### src/rtl/objects_pkg.sv
// Shared definitions for the video-path objects: default colour width,
// the configuration FSM state type and the power-up rank table.
package objects_pkg;

    localparam int RGB_W_DEFAULT = 8;

    typedef enum logic {
        IDLE    = 1'b0,
        PENDING = 1'b1
    } cfg_state_t;

    // Power-up rank of a layer: its own index, so layer 0 is on top.
    function automatic logic [7:0] default_rank(input int unsigned idx);
        return idx[7:0];
    endfunction

endpackage

### src/rtl/layer_priority_select.sv
// Combinational winner selection: the eligible layer with the smallest rank
// wins; on equal ranks the lower index wins.
module layer_priority_select
    import objects_pkg::*;
#(
    parameter int NUM_LAYERS = 4,
    parameter int IW         = $clog2(NUM_LAYERS)
) (
    input  logic [NUM_LAYERS-1:0]    eligible,
    input  logic [NUM_LAYERS*IW-1:0] rankTable,
    output logic                     winnerValid,
    output logic [IW-1:0]            winnerLayer
);

    logic [IW-1:0] best_rank;

    // Scan from index 0 upward; a strict less-than keeps the earlier
    // (lower-index) layer when ranks tie.
    always_comb begin
        winnerValid = 1'b0;
        winnerLayer = '0;
        best_rank   = '0;
        for (int i = 0; i < NUM_LAYERS; i++) begin
            if (eligible[i] && (!winnerValid || rankTable[i*IW +: IW] < best_rank)) begin
                winnerValid = 1'b1;
                winnerLayer = IW'(i);
                best_rank   = rankTable[i*IW +: IW];
            end
        end
    end

endmodule

### src/rtl/layer_priority_arbiter.sv
// Per-pixel sprite layer arbiter. Picks the winning layer each clock,
// registers its colour (or the background), double-buffers rank/enable
// updates to frame boundaries and latches per-frame layer overlap.
//
// Config handshake: a write transfers on a rising clk edge where
// cfgValid && cfgReady. cfgValid may be raised at any time and the
// payload (cfgLayer/cfgEnable/cfgRank) must be stable while cfgValid is
// high; cfgReady is low from the cycle after an accepted in-range write
// until the cycle after the next startOfFrame.
module layer_priority_arbiter
    import objects_pkg::*;
#(
    parameter int NUM_LAYERS = 4,
    parameter int RGB_W      = RGB_W_DEFAULT,
    localparam int IW        = $clog2(NUM_LAYERS)
) (
    input  logic                        clk,
    input  logic                        resetN,
    input  logic                        startOfFrame,
    input  logic [NUM_LAYERS-1:0]       drawingRequest,
    input  logic [NUM_LAYERS*RGB_W-1:0] layerRGB,
    input  logic [RGB_W-1:0]            backGroundRGB,
    input  logic                        cfgValid,
    output logic                        cfgReady,
    input  logic [IW-1:0]               cfgLayer,
    input  logic                        cfgEnable,
    input  logic [IW-1:0]               cfgRank,
    output logic [RGB_W-1:0]            RGBOut,
    output logic                        winnerValid,
    output logic [IW-1:0]               winnerLayer,
    output logic [NUM_LAYERS-1:0]       collisionMask,
    output logic                        collisionValid
);

    localparam logic [IW:0] NUM_L = NUM_LAYERS[IW:0];

    // Active tables, shadow entry and config FSM state
    cfg_state_t                 state_q;
    logic                       cfg_ready_q;
    logic [NUM_LAYERS-1:0]      active_en_q;
    logic [NUM_LAYERS*IW-1:0]   active_rank_q;
    logic [IW-1:0]              sh_layer_q;
    logic                       sh_en_q;
    logic [IW-1:0]              sh_rank_q;

    // Pixel path
    logic [NUM_LAYERS-1:0]      eligible;
    logic                       sel_valid;
    logic [IW-1:0]              sel_layer;
    logic [RGB_W-1:0]           win_rgb;
    logic [RGB_W-1:0]           rgb_q;
    logic                       win_valid_q;
    logic [IW-1:0]              win_layer_q;

    // Collision tracking
    logic [3:0]                 elig_cnt;
    logic [NUM_LAYERS-1:0]      coll_now;
    logic [NUM_LAYERS-1:0]      coll_acc_q;
    logic [NUM_LAYERS-1:0]      coll_mask_q;
    logic                       coll_valid_q;

    logic                       cfg_layer_ok;

    assign eligible     = drawingRequest & active_en_q;
    assign cfg_layer_ok = {1'b0, cfgLayer} < NUM_L;

    layer_priority_select #(
        .NUM_LAYERS (NUM_LAYERS),
        .IW         (IW)
    ) u_select (
        .eligible    (eligible),
        .rankTable   (active_rank_q),
        .winnerValid (sel_valid),
        .winnerLayer (sel_layer)
    );

    // Mux the winning layer's colour, falling back to the background
    always_comb begin
        win_rgb = backGroundRGB;
        for (int i = 0; i < NUM_LAYERS; i++) begin
            if (sel_valid && sel_layer == IW'(i)) begin
                win_rgb = layerRGB[i*RGB_W +: RGB_W];
            end
        end
    end

    // A layer collides when it is eligible together with at least one other
    always_comb begin
        elig_cnt = '0;
        for (int i = 0; i < NUM_LAYERS; i++) begin
            if (eligible[i]) begin
                elig_cnt = elig_cnt + 4'd1;
            end
        end
        coll_now = (elig_cnt >= 4'd2) ? eligible : '0;
    end

    // Register the pixel result: one cycle latency, no stalls
    always_ff @(posedge clk or negedge resetN) begin
        if (!resetN) begin
            rgb_q       <= '0;
            win_valid_q <= 1'b0;
            win_layer_q <= '0;
        end else begin
            rgb_q       <= win_rgb;
            win_valid_q <= sel_valid;
            win_layer_q <= sel_layer;
        end
    end

    // Config FSM: capture one write into the shadow entry, commit it at the
    // end of the next startOfFrame cycle. A capture during a startOfFrame
    // cycle waits for the following boundary because IDLE never commits.
    always_ff @(posedge clk or negedge resetN) begin
        if (!resetN) begin
            state_q     <= IDLE;
            cfg_ready_q <= 1'b1;
            sh_layer_q  <= '0;
            sh_en_q     <= 1'b0;
            sh_rank_q   <= '0;
            active_en_q <= '1;
            for (int i = 0; i < NUM_LAYERS; i++) begin
                active_rank_q[i*IW +: IW] <= IW'(default_rank(i));
            end
        end else begin
            case (state_q)
                IDLE: begin
                    if (cfgValid && cfg_layer_ok) begin
                        sh_layer_q  <= cfgLayer;
                        sh_en_q     <= cfgEnable;
                        sh_rank_q   <= cfgRank;
                        state_q     <= PENDING;
                        cfg_ready_q <= 1'b0;
                    end
                end
                PENDING: begin
                    if (startOfFrame) begin
                        for (int i = 0; i < NUM_LAYERS; i++) begin
                            if (sh_layer_q == IW'(i)) begin
                                active_en_q[i]            <= sh_en_q;
                                active_rank_q[i*IW +: IW] <= sh_rank_q;
                            end
                        end
                        state_q     <= IDLE;
                        cfg_ready_q <= 1'b1;
                    end
                end
                default: begin
                    state_q     <= IDLE;
                    cfg_ready_q <= 1'b1;
                end
            endcase
        end
    end

    // Accumulate overlap during the frame and publish it at the boundary,
    // including the startOfFrame cycle's own collisions
    always_ff @(posedge clk or negedge resetN) begin
        if (!resetN) begin
            coll_acc_q   <= '0;
            coll_mask_q  <= '0;
            coll_valid_q <= 1'b0;
        end else if (startOfFrame) begin
            coll_mask_q  <= coll_acc_q | coll_now;
            coll_valid_q <= 1'b1;
            coll_acc_q   <= '0;
        end else begin
            coll_acc_q   <= coll_acc_q | coll_now;
            coll_valid_q <= 1'b0;
        end
    end

    assign cfgReady       = cfg_ready_q;
    assign RGBOut         = rgb_q;
    assign winnerValid    = win_valid_q;
    assign winnerLayer    = win_layer_q;
    assign collisionMask  = coll_mask_q;
    assign collisionValid = coll_valid_q;

endmodule

### config.mk
export PLATFORM = sky130hd
export DESIGN_NAME = layer_priority_arbiter
export DESIGN_NICKNAME = d
export VERILOG_FILES = /design/src/rtl/objects_pkg.sv /design/src/rtl/layer_priority_select.sv /design/src/rtl/layer_priority_arbiter.sv
export SDC_FILE = /design/constraint.sdc
export NUM_CORES = 1
export LEC_CHECK = 0
export ABC_AREA = 1
export CORE_AREA = 2 2 94 78
export CTS_CLUSTER_DIAMETER = 50
export DETAILED_ROUTE_END_ITERATION = 8
export DIE_AREA = 0 0 96 80
export DONT_BUFFER_PORTS = 1
export HOLD_SLACK_MARGIN = 0.08
export PLACE_DENSITY = 0.55
export SLEW_MARGIN = 20
export SYNTH_ARGS = -nofsm -noshare
export SYNTH_HDL_FRONTEND = slang
export SYNTH_SLANG_ARGS = --single-unit
### constraint.sdc
create_clock -name clk -period 4.6 [get_ports clk]
set_input_delay 0.23 -clock clk [delete_from_list [all_inputs] [get_ports clk]]
set_output_delay 0.23 -clock clk [all_outputs]
set_load 0.02 [all_outputs]
# Yosys cells after proc, flatten, opt, wreduce, memory -nomap -nowiden
# Cells that the tools add are included.
# op_classes
n_addsub	3
muxes	27
eq_ne	8
n_reduce_logical	21
order_cmp	4
bitwise	3
# op_table
op	n
$mux W8	4
$mux W4	5
$add A4 B1 Y4 const B	3
$reduce_and A3 Y1	4
$mux W1	11
$mux W2	5
$eq A2 B2 Y1 const B	4
$logic_and A1 B1 Y1	7
$lt A2 B2 Y1	3
$and A4 B4 Y4	1
$eq A2 B1 Y1 const B	2
$ge A4 B2 Y1 const B	1
$logic_not A2 Y1	2
$ne A2 B2 Y1 const B	2
$or A4 B4 Y4	1
$pmux W1 S2	2
$reduce_and A2 Y1	2
$logic_not A1 Y1	3
$logic_or A1 B1 Y1	3
$not A1 Y1	1
# totals
elab_cells	85
inputBits	53
register_bits	39
out_inout_bits	17

# Longest topological paths before layout
# logic_depth
depth_word	20
ltp_mapped	32
mapped_depth_nobuf	29

# Hierarchy
# From an unflattened synthesis, not the netlist that was laid out.
# unflattened
cells_unflattened	278
hier_area_um2	2128.3
# by_module_without_submodules
mod	instances	seq_area_each_um2	area_each_um2	cells_per_inst
layer_priority_arbiter	1	987.2	1915.6	235
layer_priority_select	1	0.0	212.7	43

# Worst setup path after synthesis
# Ideal clock, no wire load.
# synth_timing
path_kind	register -> register
from	reg active_en_q[0]
to	reg rgb_q[0], in the netlist RGBOut[0]
synth_period_minus_slack_ns	3.695
path_buffers	4
arrival_ns	3.578
slack_ns	0.905
setup_time_ns	0.116
required_ns	4.484
path_stages_with_launch	32
path_cell_list	dfstp_2 > nand2_1 > inv_2 > nand2_1 > ha_1 > nand2_1 > nand2_1 > nand2_2 > nand2_4 > nand2_1 > o21ai_0 > ha_1 > nand2_1 > nand2_1 > nand2_2 > nand2_4 > buf_2 > clkbuf_1 > o21ai_0 > ha_1 > nand2_1 > nand2_1 > nand2_1 > nand2_2 > buf_12 > buf_8 > nand3_1 > nand2_1 > inv_1 > nand2_1 > nand2_1 > nand2_1
# synth_via
elab_chain_cells	20
elab_cells_between_ends	35
cone_classes	order compare (3); eq/ne (3); mux (14); bitwise (1); reduce/logical (14)
# synth_lines
item	line_no	text
start, declared	layer_priority_arbiter.sv:40	logic [NUM_LAYERS-1:0] active_en_q;
start signal, assigned by index	layer_priority_arbiter.sv:140	active_en_q[i] <= sh_en_q;
$and A4 B4 Y4 *	layer_priority_arbiter.sv:64	assign eligible = drawingRequest & active_en_q;
$mux W2 or $mux W1 (tied branches)	layer_priority_select.sv:24	if (eligible[i] && (!winnerValid || rankTable[i*IW +: IW] < best_rank)) begin
$lt A2 B2 Y1 or $logic_not A1 Y1 (tied branches)	layer_priority_select.sv:24	
$logic_or A1 B1 Y1	layer_priority_select.sv:24	
$logic_and A1 B1 Y1	layer_priority_select.sv:24	
$mux W2 or $mux W1 (tied branches)	layer_priority_select.sv:24	
$lt A2 B2 Y1 or $logic_not A1 Y1 (tied branches)	layer_priority_select.sv:24	
$logic_or A1 B1 Y1	layer_priority_select.sv:24	
[... 3 more ...]	--	
$logic_or A1 B1 Y1	layer_priority_select.sv:24	
$logic_and A1 B1 Y1	layer_priority_select.sv:24	
$mux W2	layer_priority_select.sv:24	
$logic_not A2 Y1	layer_priority_arbiter.sv:81	if (sel_valid && sel_layer == IW'(i)) begin
$logic_and A1 B1 Y1	layer_priority_arbiter.sv:81	
$mux W8 (3 in series)	layer_priority_arbiter.sv:81	
$mux W8 *	layer_priority_arbiter.sv:81	
named net win_rgb[0]	layer_priority_arbiter.sv:50	logic [RGB_W-1:0] win_rgb;
end signal, assigned	layer_priority_arbiter.sv:105	rgb_q <= win_rgb;
end, declared	layer_priority_arbiter.sv:51	logic [RGB_W-1:0] rgb_q;
# Mark *: on every way through the listed nets, which the timed path passes. The rest lies on a longest branch.
# A chain may end at the register's enable or synchronous reset.

# Worst setup path in the final report
# layout_timing
from	reg active_en_q[0]
to	reg rgb_q[5], in the netlist RGBOut[5]
# layout_via
elab_chain_cells	20
elab_cells_between_ends	35
cone_classes	order compare (3); eq/ne (3); mux (14); bitwise (1); reduce/logical (14)
# layout_lines
item	line_no	text
$and A4 B4 Y4 *	layer_priority_arbiter.sv:64	
$mux W2 or $mux W1 (tied branches)	layer_priority_select.sv:24	
$lt A2 B2 Y1 or $logic_not A1 Y1 (tied branches)	layer_priority_select.sv:24	
$logic_or A1 B1 Y1	layer_priority_select.sv:24	
$logic_and A1 B1 Y1	layer_priority_select.sv:24	
$mux W2 or $mux W1 (tied branches)	layer_priority_select.sv:24	
$lt A2 B2 Y1 or $logic_not A1 Y1 (tied branches)	layer_priority_select.sv:24	
$logic_or A1 B1 Y1	layer_priority_select.sv:24	
[... 4 more ...]	--	
$logic_and A1 B1 Y1	layer_priority_select.sv:24	
$mux W2 *	layer_priority_select.sv:24	
named net sel_layer[1]	layer_priority_arbiter.sv:49	logic [IW-1:0] sel_layer;
$logic_not A2 Y1	layer_priority_arbiter.sv:81	
$logic_and A1 B1 Y1	layer_priority_arbiter.sv:81	
$mux W8 (3 in series)	layer_priority_arbiter.sv:81	
$mux W8 *	layer_priority_arbiter.sv:81	
named net win_rgb[5]	layer_priority_arbiter.sv:50	
# Marks and branches as above.

==> run metrics <==
HP Class=in2reg; synthesized cell area=2288 um^2; commonest non-fill, non-tap cell in the layout=sky130_fd_sc_hd__nand2_1; number of cells on the worst reg-to-reg path=28; dpl cells=379; Worst Path Required=~4800 ps; final-stage net count=371; count of TritonRoute iterations in the first routing pass=4; portion of the clock cycle consumed by the worst path in the final layout=84.74%; buffer depth of the longest clock path=2; Syn-to-layout area delta=13.07%; critical path endpoint category=flip-flop; cell at the root of the clock tree=sky130_fd_sc_hd__clkbuf_8; number of inserted diodes=0; f_max=~260 MHz; ANT nets after route=0; core area=6723 um^2; synthesized netlist net count=approximately 360; Final Max Slew Viols=0; Clk Latency, worst-skew pair=300 ps; io pins=70; most used cell, CP=sky130_fd_sc_hd__nand2_1; via count of the first global-routing pass=1718; register bit total from synthesis=39; buffers inserted during post-CTS setup optimization=0; Least-Margin Pin Slew=656.3 ps; initial antenna violation count=0; shortest period the worst path allows=3898 ps; number of warning messages in the yosys log=0; average size of a mapped cell=~7.7 um^2; fraction of the yosys area taken by sequential cells=43.14%; wire length of the first global-routing pass=8666 um; data arrival time of the worst path=around 4100 ps; number of vias after detailed routing=1823; number of rows in the core area=27; final clock skew=11.83 ps; post-layout instance count excluding filler cells=399; final weighted congestion in routability-driven placement=~0.79; drt drc=0; endpoints failing hold=0; Die Y=approximately 80 um; TritonCTS Buffers=5; status=finished, final reports clean; largest net degree at the start of global routing=40; unrepaired setup endpoints after global routing=no; number of sinks handled by clock tree synthesis=39; number of failing setup endpoints in the final timing report=0; most used cells in the layout excluding fill and tap cells=sky130_fd_sc_hd__nand2_1 (92), sky130_fd_sc_hd__inv_1 (41), sky130_fd_sc_hd__dfrtp_1 (30), sky130_fd_sc_hd__nor2_1 (18), sky130_fd_sc_hd__inv_2 (16); Startpoint Class=flip-flop; Slew Limit Headroom=55.91%; width of the chip=96 um; crit-path max FO=29; Overflow after GRT=0; power density relative to cell area=roughly 670 nW/um^2; total wire length after detailed routing=approximately 5300 um; DRC violation total after the first TritonRoute iteration=105; crit-path max cell delay=550 ps; average routed wire per standard cell=13.33 um; Port Buffer Count=0; leakage power=1.365 nW; half-perimeter wire length after placement=3899 um; Gate Count Post-Synth=299; Clock transition at path regs=90 ps; critical path class=reg2reg; Avg Vias per Cell=4.569; accumulated negative setup slack=0 ps; IR Drop Worst-Case VDD=0.0002383 V; Die ar.=7680 um^2; number of max-capacitance violations reported=0; Starting Density=34.04%; worst hold path cell count=2; Critical Path Slowest Stage Cell=sky130_fd_sc_hd__dfstp_2; fraction of final layout cells with drive strength greater than 1=15.06%; overall routing resource usage=14.77%; power after layout=roughly 0.0017 W; H-Tree Level Count=2; CTS tree=done; number of different library cells in the post-synthesis netlist=28
==> repair_timing <==
action                                  in CTS  in global routing
hold buffers                                12                  0
gates resized for setup                      0                  1
endpoints found under the setup margin       0                  1
hold endpoints to repair                    58                  0
==> cell families after synthesis <==
logic type | share of synthesized area [%]
xor+xnor | 0.3828
fa+ha+maj | 3.827
compound gates | 12.58
buf+inv | 12.58
simple gates | 27.50
flops | 43.14
==> per-stage QoR <==
step	utilization (%)	instance area (um^2)	worst slack, ps	hold WS, ps
final	38.49	2587	701.9	91.63
after global routing	38.49	2587	235.4	80.87
after CTS	38.41	2582	475.4	81.50
after detailed placement	34.67	2331	473.6	-65.02
after global placement	34.67	2331	665.3	-64.94
after floorplan	-	2288	905.3	-65.59
==> metal layers <==
metal	track usage [%]	vias to the layer above	routed length [um]
li1	-	965	-
met1	21.26	811	2518
met2	21.11	42	2358
met3	4.249	5	379
met4	4.714	0	60
met5	0	-	0
==> path summary, 6_finish.rpt <==
path                                         startpoint                           end  slack [ps]
setup / recovery             active_en_q[0]$_DFFE_PN1P_           RGBOut[5]$_DFF_PN0_         700
hold / removal                             startOfFrame  collisionMask[0]$_DFFE_PN0P_          90
setup reg to reg             active_en_q[0]$_DFFE_PN1P_           RGBOut[5]$_DFF_PN0_         700
hold reg to reg            active_rank_q[2]$_DFFE_PN1P_  active_rank_q[2]$_DFFE_PN1P_         490
max in group asynchronous                        resetN  active_rank_q[7]$_DFFE_PN1P_        3940
min in group asynchronous                        resetN      collisionValid$_DFF_PN0_         380
==> critical path, delay by kind of cell, from the launching register on <==
family / cells / cell delay, ps
and+or+nand+nor: 21 / 1930
buffers and inverters: 2 / 150
adders and majority gates: 3 / 830
AOI/OAI and AO/OA: 2 / 310
DFF: 1 / 550
==> cell usage after synthesis (all sizes together) <==
master	n	area [um^2]
a21oi	12	60.06
buf	4	55.05
clkbuf	3	11.26
clkinv	2	7.510
dfrtp	30	750.7
dfstp	9	236.5
ha	7	87.58
inv	57	214.0
nand2	99	404.1
nand3	18	112.6
nand4	2	27.53
nor2	19	73.82
nor3	1	5.000
o2111ai	8	70.07
o21ai	15	75.07
o21bai	3	22.52
o31ai	8	60.06
or2	1	6.260
xor2	1	8.760
==> report_power, final <==
part	switching, W	total (W)	internal [W]	leakage (nW)
logic	0.000503	0.000766	0.000263	0.851
registers	0.000147	0.000651	0.000504	0.452
clock network	0.000136	0.000314	0.000179	0.0618
total	0.000787	0.00173	0.000945	1.36
==> sequential cells by signal, summed over array words and instances, names as in the netlist, 2 cells and up <==
register,flops
RGBOut,8
active_en_q,4
coll_acc_q,4
collisionMask,4
winnerLayer,2
active_rank_q,8
sh_rank_q,2
sh_layer_q,2
==> final cells by class <==
cell class | instances | area, um^2
Clock inverter | 2 | 38.79
Sequential cell | 39 | 987.2
Timing Repair Buffer | 12 | 130.1
Multi-Input combinational cell | 194 | 1018
Fill cell | 682 | 4135
Inverter | 59 | 221.5
Clock buffer | 6 | 82.58
Tap cell | 87 | 108.9
(Power assumes the default switching activity.)
